File: config.mk
export PLATFORM = sky130hd
export DESIGN_NAME = hazard_scoreboard
export DESIGN_NICKNAME = d
export VERILOG_FILES = /design/src/rtl/hazard_scoreboard.sv
export SDC_FILE = /design/constraint.sdc
export NUM_CORES = 1
export LEC_CHECK = 0
export CORE_ASPECT_RATIO = 0.75
export CORE_MARGIN = 2
export CORE_UTILIZATION = 45
export DETAILED_ROUTE_END_ITERATION = 10
export PLACE_DENSITY = 0.75
export SLEW_MARGIN = 25
export SYNTH_ARGS = -nofsm -noshare
export SYNTH_HDL_FRONTEND = slang
export SYNTH_SLANG_ARGS = --single-unit
File: constraint.sdc
create_clock -name clk -period 4.1 [get_ports clk]
set_input_delay 1.23 -clock clk [delete_from_list [all_inputs] [get_ports clk]]
set_output_delay 1.23 -clock clk [all_outputs]
set_load 0.02 [all_outputs]
File: src/rtl/hazard_scoreboard.sv
`default_nettype none
// ============================================================================
//  Module   : hazard_scoreboard
//  Purpose  : Hazard and forwarding controller for an in-order MIPS pipeline.
//             A shifting scoreboard tracks every in-flight instruction from
//             EX (entry 1) to WB (entry DEPTH). For the instruction in ID it
//             produces the EX forwarding selects, the load-use stall and the
//             branch flush, and it counts stall and flush events.
//  Revision : 1.0  initial release
// ----------------------------------------------------------------------------
//  Parameters
//    ADDR_W      register address width (address 0 is the zero register)
//    DEPTH       scoreboard entries after ID, 2..8
//    LOAD_STAGE  first entry index where a load result is forwardable
//    SEL_W       width of the forwarding selects
//  Ports
//    clk, rst            clock (state moves on the falling edge), sync reset
//    i_id_*              decoded fields of the instruction currently in ID
//    i_ex_branch_taken   branch in EX resolved taken this cycle
//    o_stall             hold PC and IF/ID, bubble into EX (combinational)
//    o_flush             kill IF/ID and ID/EX (combinational)
//    o_ex_valid          EX instruction is real (registered)
//    o_fwd_rs_ex/rt_ex   0 = register file, j = result of entry j (registered)
//    o_stall_cnt/flush_cnt  saturating 16-bit event counters
// ============================================================================
module hazard_scoreboard #(
  parameter int ADDR_W     = 5,
  parameter int DEPTH      = 3,
  parameter int LOAD_STAGE = 3,
  parameter int SEL_W      = $clog2(DEPTH + 1)
) (
  input  logic              clk,
  input  logic              rst,
  input  logic              i_id_valid,
  input  logic [ADDR_W-1:0] i_id_rs_addr,
  input  logic [ADDR_W-1:0] i_id_rt_addr,
  input  logic              i_id_uses_rs,
  input  logic              i_id_uses_rt,
  input  logic              i_id_reg_write,
  input  logic              i_id_is_load,
  input  logic [ADDR_W-1:0] i_id_dst_addr,
  input  logic              i_ex_branch_taken,
  output logic              o_stall,
  output logic              o_flush,
  output logic              o_ex_valid,
  output logic [SEL_W-1:0]  o_fwd_rs_ex,
  output logic [SEL_W-1:0]  o_fwd_rt_ex,
  output logic [15:0]       o_stall_cnt,
  output logic [15:0]       o_flush_cnt
);

  localparam logic [15:0] c_CNT_MAX = 16'hFFFF;

  // Scoreboard entries, index 1 = EX ... DEPTH = WB.
  logic [DEPTH:1]    r_vld;
  logic [DEPTH:1]    r_rw;
  logic [DEPTH:1]    r_ld;
  logic [ADDR_W-1:0] r_dst [1:DEPTH];

  logic [SEL_W-1:0]  r_fwd_rs;
  logic [SEL_W-1:0]  r_fwd_rt;
  logic [15:0]       r_stall_cnt;
  logic [15:0]       r_flush_cnt;

  logic              w_rs_live;
  logic              w_rt_live;
  logic [DEPTH:1]    w_rs_match;
  logic [DEPTH:1]    w_rt_match;
  logic [SEL_W-1:0]  w_fwd_rs;
  logic [SEL_W-1:0]  w_fwd_rt;
  logic              w_load_hit;
  logic              w_flush;
  logic              w_stall;
  logic              w_issue;

  // A source only participates when it is really read and is not $0.
  assign w_rs_live = i_id_valid & i_id_uses_rs & (i_id_rs_addr != '0);
  assign w_rt_live = i_id_valid & i_id_uses_rt & (i_id_rt_addr != '0);

  generate
    for (genvar gk = 1; gk <= DEPTH; gk++) begin : g_match
      assign w_rs_match[gk] = w_rs_live & r_vld[gk] & r_rw[gk] &
                              (r_dst[gk] == i_id_rs_addr);
      assign w_rt_match[gk] = w_rt_live & r_vld[gk] & r_rw[gk] &
                              (r_dst[gk] == i_id_rt_addr);
    end
  endgenerate

  // Scan oldest to youngest so the youngest match overwrites. Entry DEPTH is
  // excluded: WB writes the register file before ID reads it, so select 0.
  // The consumer reaches EX one edge later, hence the k+1 select value.
  always_comb begin
    w_fwd_rs = '0;
    w_fwd_rt = '0;
    for (int k = DEPTH - 1; k >= 1; k--) begin
      if (w_rs_match[k]) begin
        w_fwd_rs = SEL_W'(k + 1);
      end
      if (w_rt_match[k]) begin
        w_fwd_rt = SEL_W'(k + 1);
      end
    end
  end

  // A load whose result will still be too young when the consumer reaches EX
  // (k+1 below LOAD_STAGE) forces a stall.
  always_comb begin
    w_load_hit = 1'b0;
    for (int k = 1; k <= DEPTH; k++) begin
      if ((k + 1) < LOAD_STAGE) begin
        if (r_ld[k] & (w_rs_match[k] | w_rt_match[k])) begin
          w_load_hit = 1'b1;
        end
      end
    end
  end

  // Flush wins over stall: the ID instruction is discarded anyway.
  assign w_flush = i_ex_branch_taken;
  assign w_stall = ~w_flush & w_load_hit;
  assign w_issue = i_id_valid & ~w_flush & ~w_stall;

  always_ff @(negedge clk) begin
    if (rst) begin
      r_vld       <= '0;
      r_rw        <= '0;
      r_ld        <= '0;
      for (int k = 1; k <= DEPTH; k++) begin
        r_dst[k] <= '0;
      end
      r_fwd_rs    <= '0;
      r_fwd_rt    <= '0;
      r_stall_cnt <= '0;
      r_flush_cnt <= '0;
    end else begin
      for (int k = DEPTH; k >= 2; k--) begin
        r_vld[k] <= r_vld[k-1];
        r_rw[k]  <= r_rw[k-1];
        r_ld[k]  <= r_ld[k-1];
        r_dst[k] <= r_dst[k-1];
      end
      // Entry 1 receives either the ID instruction or an all-zero bubble.
      r_vld[1] <= w_issue;
      r_rw[1]  <= w_issue & i_id_reg_write;
      r_ld[1]  <= w_issue & i_id_is_load;
      r_dst[1] <= w_issue ? i_id_dst_addr : '0;
      r_fwd_rs <= w_issue ? w_fwd_rs : '0;
      r_fwd_rt <= w_issue ? w_fwd_rt : '0;
      if (w_stall && (r_stall_cnt != c_CNT_MAX)) begin
        r_stall_cnt <= r_stall_cnt + 16'd1;
      end
      if (w_flush && (r_flush_cnt != c_CNT_MAX)) begin
        r_flush_cnt <= r_flush_cnt + 16'd1;
      end
    end
  end

  assign o_stall     = w_stall;
  assign o_flush     = w_flush;
  assign o_ex_valid  = r_vld[1];
  assign o_fwd_rs_ex = r_fwd_rs;
  assign o_fwd_rt_ex = r_fwd_rt;
  assign o_stall_cnt = r_stall_cnt;
  assign o_flush_cnt = r_flush_cnt;

endmodule
`default_nettype wire

==> flow_metrics.py, run 1 <==
metrics = {
    "critical_path": {
        "rr_startpoint": "o_stall_cnt[6]",
        "critPathMaxStageDelay_ps": 530,
        "worst-setup-path-type": "input pin to flip-flop",
        "cp_data_required_time_ps": 2300,
        "cp_num_buf_inv": 6,
        "arrival_ps": 3380,
        "cp-end-kind": "flip-flop",
        "worstRegToRegCells": 8,
        "r2r_slack_ps": 1430,
        "cpLargestDelayFamily": "compound AO/OA/AOI/OAI gates",
        "crit_path_max_fanout": 3,
        "cp-start-kind": "input pin",
        "path_cells": "buf_8 > or4_4 > o211ai_1 > nor4_4 > o21ai_4 > inv_4 > buf_4 > buf_6 > buf_6 > buf_12 > a41oi_2 > nor3_2",
        "path_common_cell": "buf_6",
        "crit_slowest_cell": "or4_4",
        "r2r-end": "o_stall_cnt[7]",
    },
    "placement": {
        "hpwl_mm": 4.67,
        "numPortBuffers": 61,
        "gp_congestion": 0.838,
        "numPlacedInstances": 452,
    },
    "clocking": {
        "clock_latency_ps": 410,
        "cts_tree": "yes",
        "cts_sinks": 51,
        "htreeDepth": 2,
        "clock_path_buffers": 2,
        "clkSlewWorstSetupHoldPaths_ps": 60,
        "cts_hold_buffers": 0,
        "numCtsBuffers": 5,
        "cts.root.buffer_cell": "clkbuf_8",
    },
    "finish": {
        "antenna_cells": 0,
        "seq_area_um2": 1070,
        "fin_cells": 543,
        "multi_input_area_um2": 1550,
        "n_fill_cell": 208,
        "drive_gt1_share_pct": 52.4,
        "synthToLayoutAreaGrowth_pct": 86.7,
        "finalNetCount": 495,
    },
    "synth": {
        "syn_area_um2": 2400,
        "yosysWarnings": 0,
        "ys.flop_type": "dfxtp_1",
        "synth_seq_cells": 51,
        "ys_top_cells_by_area": "dfxtp_1 (43%), xnor2_1 (7.3%), xor2_1 (6.2%)",
        "synth_nets": 286,
        "synth-seq-area-share_pct": 42.6,
        "async_flop_share_pct": 0,
        "synthCells": 261,
        "synth.avg_cell_area_um2": 9.18,
        "synthTopCellsByCount": "dfxtp_1 (51), nor2_1 (32), xnor2_1 (20)",
        "synthMostInstantiatedCell": "dfxtp_1",
        "yosysTopAreaCell": "dfxtp_1",
        "ys_types": 46,
        "synth-edff-count": 0,
        "yosys.area.top_type_share_pct": 42.6,
    },
    "timing": {
        "drv_slew": 0,
        "clock_skew_ps": 40.5,
        "slew_headroom_pct": 42.2,
        "setup_viol": 79,
        "worst_slew_pin_slew_ps": 857,
        "hold_violations": 0,
        "rsz0062_at_grt": "true",
        "fin_ws_ps": -1070,
    },
    "grt": {
        "busiest_layer": "met2",
        "grt_use_met3_pct": 11.6,
        "antenna_found_initial": 0,
        "grtUsageMet2_pct": 53.2,
        "gr-total-overflow": 0,
        "grt_pass1_vias": 3002,
        "grt_pass1_wl_mm": 13.6,
        "grt.total_usage_pct": 30.1,
        "grt_max_degree": 19,
        "grt_use_met1_pct": 32.3,
    },
    "floorplan": {
        "dieArea_um2": 5930,
        "core.rowCount": 22,
        "die_w_um": 88.3,
        "initial_core_util_pct": 47.8,
        "ioPinCount": 62,
        "core_area_um2": 5010,
        "chipHeight_um": 67.2,
    },
    "drt": {
        "vias": 3196,
        "postRouteAntennaNets": 0,
        "first_pass_iters": 5,
        "drc": 0,
        "drtIter0Drc": 446,
        "routedWlPerCell_um": 20.7,
        "vias_per_cell": 5.89,
        "wl_mm": 11.2,
    },
    "run_status": {
        "violations": "setup timing",
        "status": "finished, violations left",
    },
    "hold_path": {
        "min_path_cells": 1,
        "min_to": "r_rw[2]",
        "hp-class": "flip-flop to flip-flop",
        "hp-start": "r_rw[1]",
    },
    "power": {
        "leakagePower_nw": 2.11,
        "pwr_density_cell_nw_per_um2": 272,
        "power.total_mw": 1.22,
        "ir_drop_uv": 189,
    },
    "flow_run": {
        "drv_cap": 0,
    },
}
[layout by cell type (no fill, tap or decap), drive strengths merged, types with 5 or more instances in the layout]
cell,count
a21oi,9
and2,7
and3,7
buf,146
clkbuf,5
clkdlybuf4s50,10
dfxtp,51
inv,59
nand2,13
nand3,7
nand4,13
nor2,32
nor2b,10
nor3,7
o21ai,7
or3,5
or4,6
xnor2,20
xor2,17
[final cells by class]
cell class                 count  share of cell area (%)
clock inverter                54                    4.98
sequential                    51                    24.0
tap                           72                    2.01
multi-input combinational    196                    34.6
clock buffer                   5                    1.54
timing repair buffer         159                    32.2
inverter                       6                   0.559
[layer usage]
| metal | wire length [um] | part of all wire (%) |
|---|---|---|
| met3 | 1090 | 9.7 |
| met4 | 658 | 5.9 |
| met5 | 0 | 0 |
| met1 | 3870 | 34 |
| met2 | 5610 | 50 |
[logic make-up after synthesis]
group | after synthesis | synth area share (%)
DFF | 51 | 42.6
buffers and inverters | 14 | 2.66
AOI/OAI and AO/OA | 33 | 9.82
xor gates and xnor gates | 37 | 13.5
and+or+nand+nor | 120 | 28.5
adders and majority gates | 2 | 1.04
muxes | 4 | 1.83
[how the worst max path moves through the flow]
stage	startpoint	end	depth (start not counted)
after CTS	r_dst[1][0]	o_stall	7
after floorplan	i_id_rs_addr[1]	o_stall_cnt[5]	6
after detailed placement	i_id_rt_addr[1]	o_stall_cnt[13]	8
final	i_id_rt_addr[2]	o_stall_cnt[12]	12
after global placement	i_id_rs_addr[1]	o_stall_cnt[5]	7
after global routing	i_id_rt_addr[2]	o_stall_cnt[12]	12
[through the flow]
step	TNS (ps)	setup WS [ps]	util [%]	instance area, um^2	hold WS [ps]
4_1_cts	-21860	-883	83.6	4190	472
2_1_floorplan	-20310	-788	-	2430	438
6_report	-27730	-1070	89.3	4470	515
5_1_grt	-30190	-1100	89.3	4470	528
3_5_place_dp	-52620	-1460	71.3	3570	454
3_3_place_gp	-50460	-1400	71.3	3570	446
[registers in the layout, indices dropped and copies added, names as in the netlist]
register	cells
o_flush_cnt	16
o_fwd_rt_ex	2
r_dst	10
o_stall_cnt	16
r_vld	2
r_ld	1
o_fwd_rs_ex	2
r_rw	2
[where the power goes]
part           switching, mW  internal, mW  total [mW]
Combinational         0.0519        0.0579       0.110
Clock                  0.404         0.196       0.600
Sequential           0.00622         0.502       0.509
[what timing repair did]
item | 4_1_cts | 5_1_grt
gates resized for setup | 328 | 50
gates cloned | 0 | 0
pin swaps | 39 | 27
endpoints found under the setup margin | 82 | 82
setup buffers | 20 | 15
(Power assumes the default switching activity.)
==> inputs of run 2 (changes only) <==
- CELL_PAD_IN_SITES_DETAIL_PLACEMENT: default -> 1
- CELL_PAD_IN_SITES_GLOBAL_PLACEMENT: default -> 1
- CORE_UTILIZATION: 45 -> 36
- PLACE_DENSITY: 0.75 -> default
- PLACE_DENSITY_LB_ADDON: default -> 0.1
- SETUP_SLACK_MARGIN: default -> 0.05
==> run 2 against run 1 <==
  * Power rose by 2.4%
  * Final cell count rose by 1.8%
  * First-iteration DRC count shrank 66%
  * Critical path depth is 5 lower
  * The flow still finishes with violations (setup timing)
  * Sequential cell count did not move
  * Sequential power hardly changed
  * Utilization shrank 19 points
  * Via count shrank 2.8%
  * Critical path type is now flip-flop to output pin
  * Worst setup slack improved by 53 ps
  * Sequential share of layout area is 0.095 points higher
==> flow_metrics.py, run 2 (synthesis results as in run 1) <==
metrics = {
    "drt": {
        "postRouteAntennaNets": 0,
        "vias_per_cell": 5.62,
        "drc": 0,
        "wl_mm": 13.2,
        "vias": 3108,
        "first_pass_iters": 4,
        "drtIter0Drc": 151,
        "routedWlPerCell_um": 23.9,
    },
    "placement": {
        "numPortBuffers": 61,
        "placed_area_um2": 3570,
        "numPlacedInstances": 458,
        "hpwl_mm": 5.74,
        "place_ws_ps": -1540,
        "gp_congestion": 0.870,
    },
    "power": {
        "swShare_pct": 39.2,
        "leakagePower_nw": 2.09,
        "p_comb_share_pct": 9.3,
        "p_seq_share_pct": 40.6,
        "internal-power_mw": 0.758,
        "pwr_density_cell_nw_per_um2": 278,
        "p_switching_mw": 0.489,
        "power.total_mw": 1.25,
        "ir_drop_uv": 233,
        "p_clk_share_pct": 50.0,
    },
    "critical_path": {
        "worst-setup-path-type": "flip-flop to output pin",
        "crit_path_max_fanout": 3,
        "worstRegToRegCells": 7,
        "arrival_ps": 3890,
        "r2r-end": "o_stall_cnt[7]",
        "path_cells": "xnor2_1 > nand4_1 > nor4_4 > o21ai_4 > inv_4 > buf_6 > buf_6",
        "cp_data_required_time_ps": 2870,
        "path_common_cell": "buf_6",
        "cp-end-kind": "output pin",
        "r2r_slack_ps": 1510,
        "cp-start-kind": "flip-flop",
        "rr_startpoint": "o_stall_cnt[3]",
        "critPathMaxStageDelay_ps": 370,
        "crit_slowest_cell": "dfxtp_4",
    },
    "clocking": {
        "cts.root.buffer_cell": "clkbuf_8",
        "clock_path_buffers": 2,
        "cts_tree": "yes",
        "cts_hold_buffers": 0,
        "htreeDepth": 2,
        "cts_sinks": 51,
        "clock_latency_ps": 440,
        "numCtsBuffers": 5,
        "clkSlewWorstSetupHoldPaths_ps": 70,
    },
    "grt": {
        "gr-total-overflow": 0,
        "grt.total_usage_pct": 30.4,
        "grt_pass1_wl_mm": 17.0,
        "grt_max_degree": 19,
        "grt_pass1_vias": 3269,
        "antenna_found_initial": 0,
    },
    "hold_path": {
        "min_path_cells": 1,
        "hp-start": "r_rw[1]",
        "hp-class": "flip-flop to flip-flop",
        "min_to": "r_rw[2]",
    },
    "finish": {
        "mostFrequentLayoutCells": "buf_4 (88), inv_1 (55), buf_6 (49), dfxtp_2 (38), nor2_1 (29)",
        "finalNetCount": 496,
        "fin_area_um2": 4490,
        "synthToLayoutAreaGrowth_pct": 87.5,
        "final_common_cell": "buf_4",
        "n_fill_cell": 691,
        "postLayoutCoreUtil_pct": 70.4,
        "antenna_cells": 0,
        "fin_cells": 553,
        "drive_gt1_share_pct": 52.3,
    },
    "floorplan": {
        "dieArea_um2": 7330,
        "core.rowCount": 25,
        "core_area_um2": 6380,
        "die_w_um": 98.2,
        "ioPinCount": 62,
        "chipHeight_um": 74.7,
        "initial_core_util_pct": 37.5,
    },
    "timing": {
        "rsz0062_at_grt": "true",
        "slew_headroom_pct": 35.3,
        "drv_slew": 0,
        "fin_ws_ps": -1020,
        "fin_hold_ws_ps": 510,
        "hold_violations": 0,
        "setup_viol": 82,
        "worst_slew_pin_slew_ps": 964,
        "fin_tns_setup_ps": -28340,
        "clock_skew_ps": 54.7,
    },
    "run_status": {
        "status": "finished, violations left",
        "violations": "setup timing",
    },
    "flow_run": {
        "drv_cap": 0,
    },
}
## run 2: metal layers
layer	GRT usage (%)	vias to the layer above	share of wire, %
li1	-	1348	-
met1	34.2	1535	38
met2	55.1	165	50
met3	8.17	60	6.6
met4	14.6	0	4.6
met5	0	-	0
## run 2: layout make-up
cell class,instances,area (um^2),share of cell area (%)
clock inverter,54,228,5.07
inverter,6,27.5,0.613
tap,81,101,2.26
clock buffer,5,68.8,1.53
sequential,51,1080,24.1
timing repair buffer,159,1410,31.4
multi-input combinational,197,1570,35.0
## run 2: critical path: cells and delay by family, from the launching register on
kind / cells / cell delay (ps)
AOI/OAI and AO/OA: 1 / 100
buffers and inverters: 3 / 290
and+or+nand+nor: 2 / 480
xor gates and xnor gates: 1 / 160
DFF: 1 / 370
## run 2: how the worst max path moves through the flow
stage / start / endpoint / depth (start not counted)
floorplan: i_id_rs_addr[1] / o_stall_cnt[5] / 6
global placement: i_id_rs_addr[1] / o_stall_cnt[5] / 7
detailed placement: i_id_rs_addr[4] / o_stall_cnt[2] / 8
CTS: r_dst[1][4] / o_stall / 7
global route: r_dst[1][1] / o_stall / 7
finish: r_dst[1][1] / o_stall / 7
## run 2: power by group through the flow
stage	clock [mW]	sequential, mW	combinational [mW]
global placement	0.0772	0.517	0.0919
CTS	0.567	0.507	0.102
global route	0.694	0.506	0.122
detailed placement	0.0772	0.517	0.0949
finish	0.624	0.507	0.117
floorplan	0.0772	0.520	0.0341
## run 2: repair_timing
action                     CTS  global route
buffers inserted            18            22
gates resized for setup    345            34
cloned                       1             0
setup endpoints to repair   81            81
pin swaps                   32            13
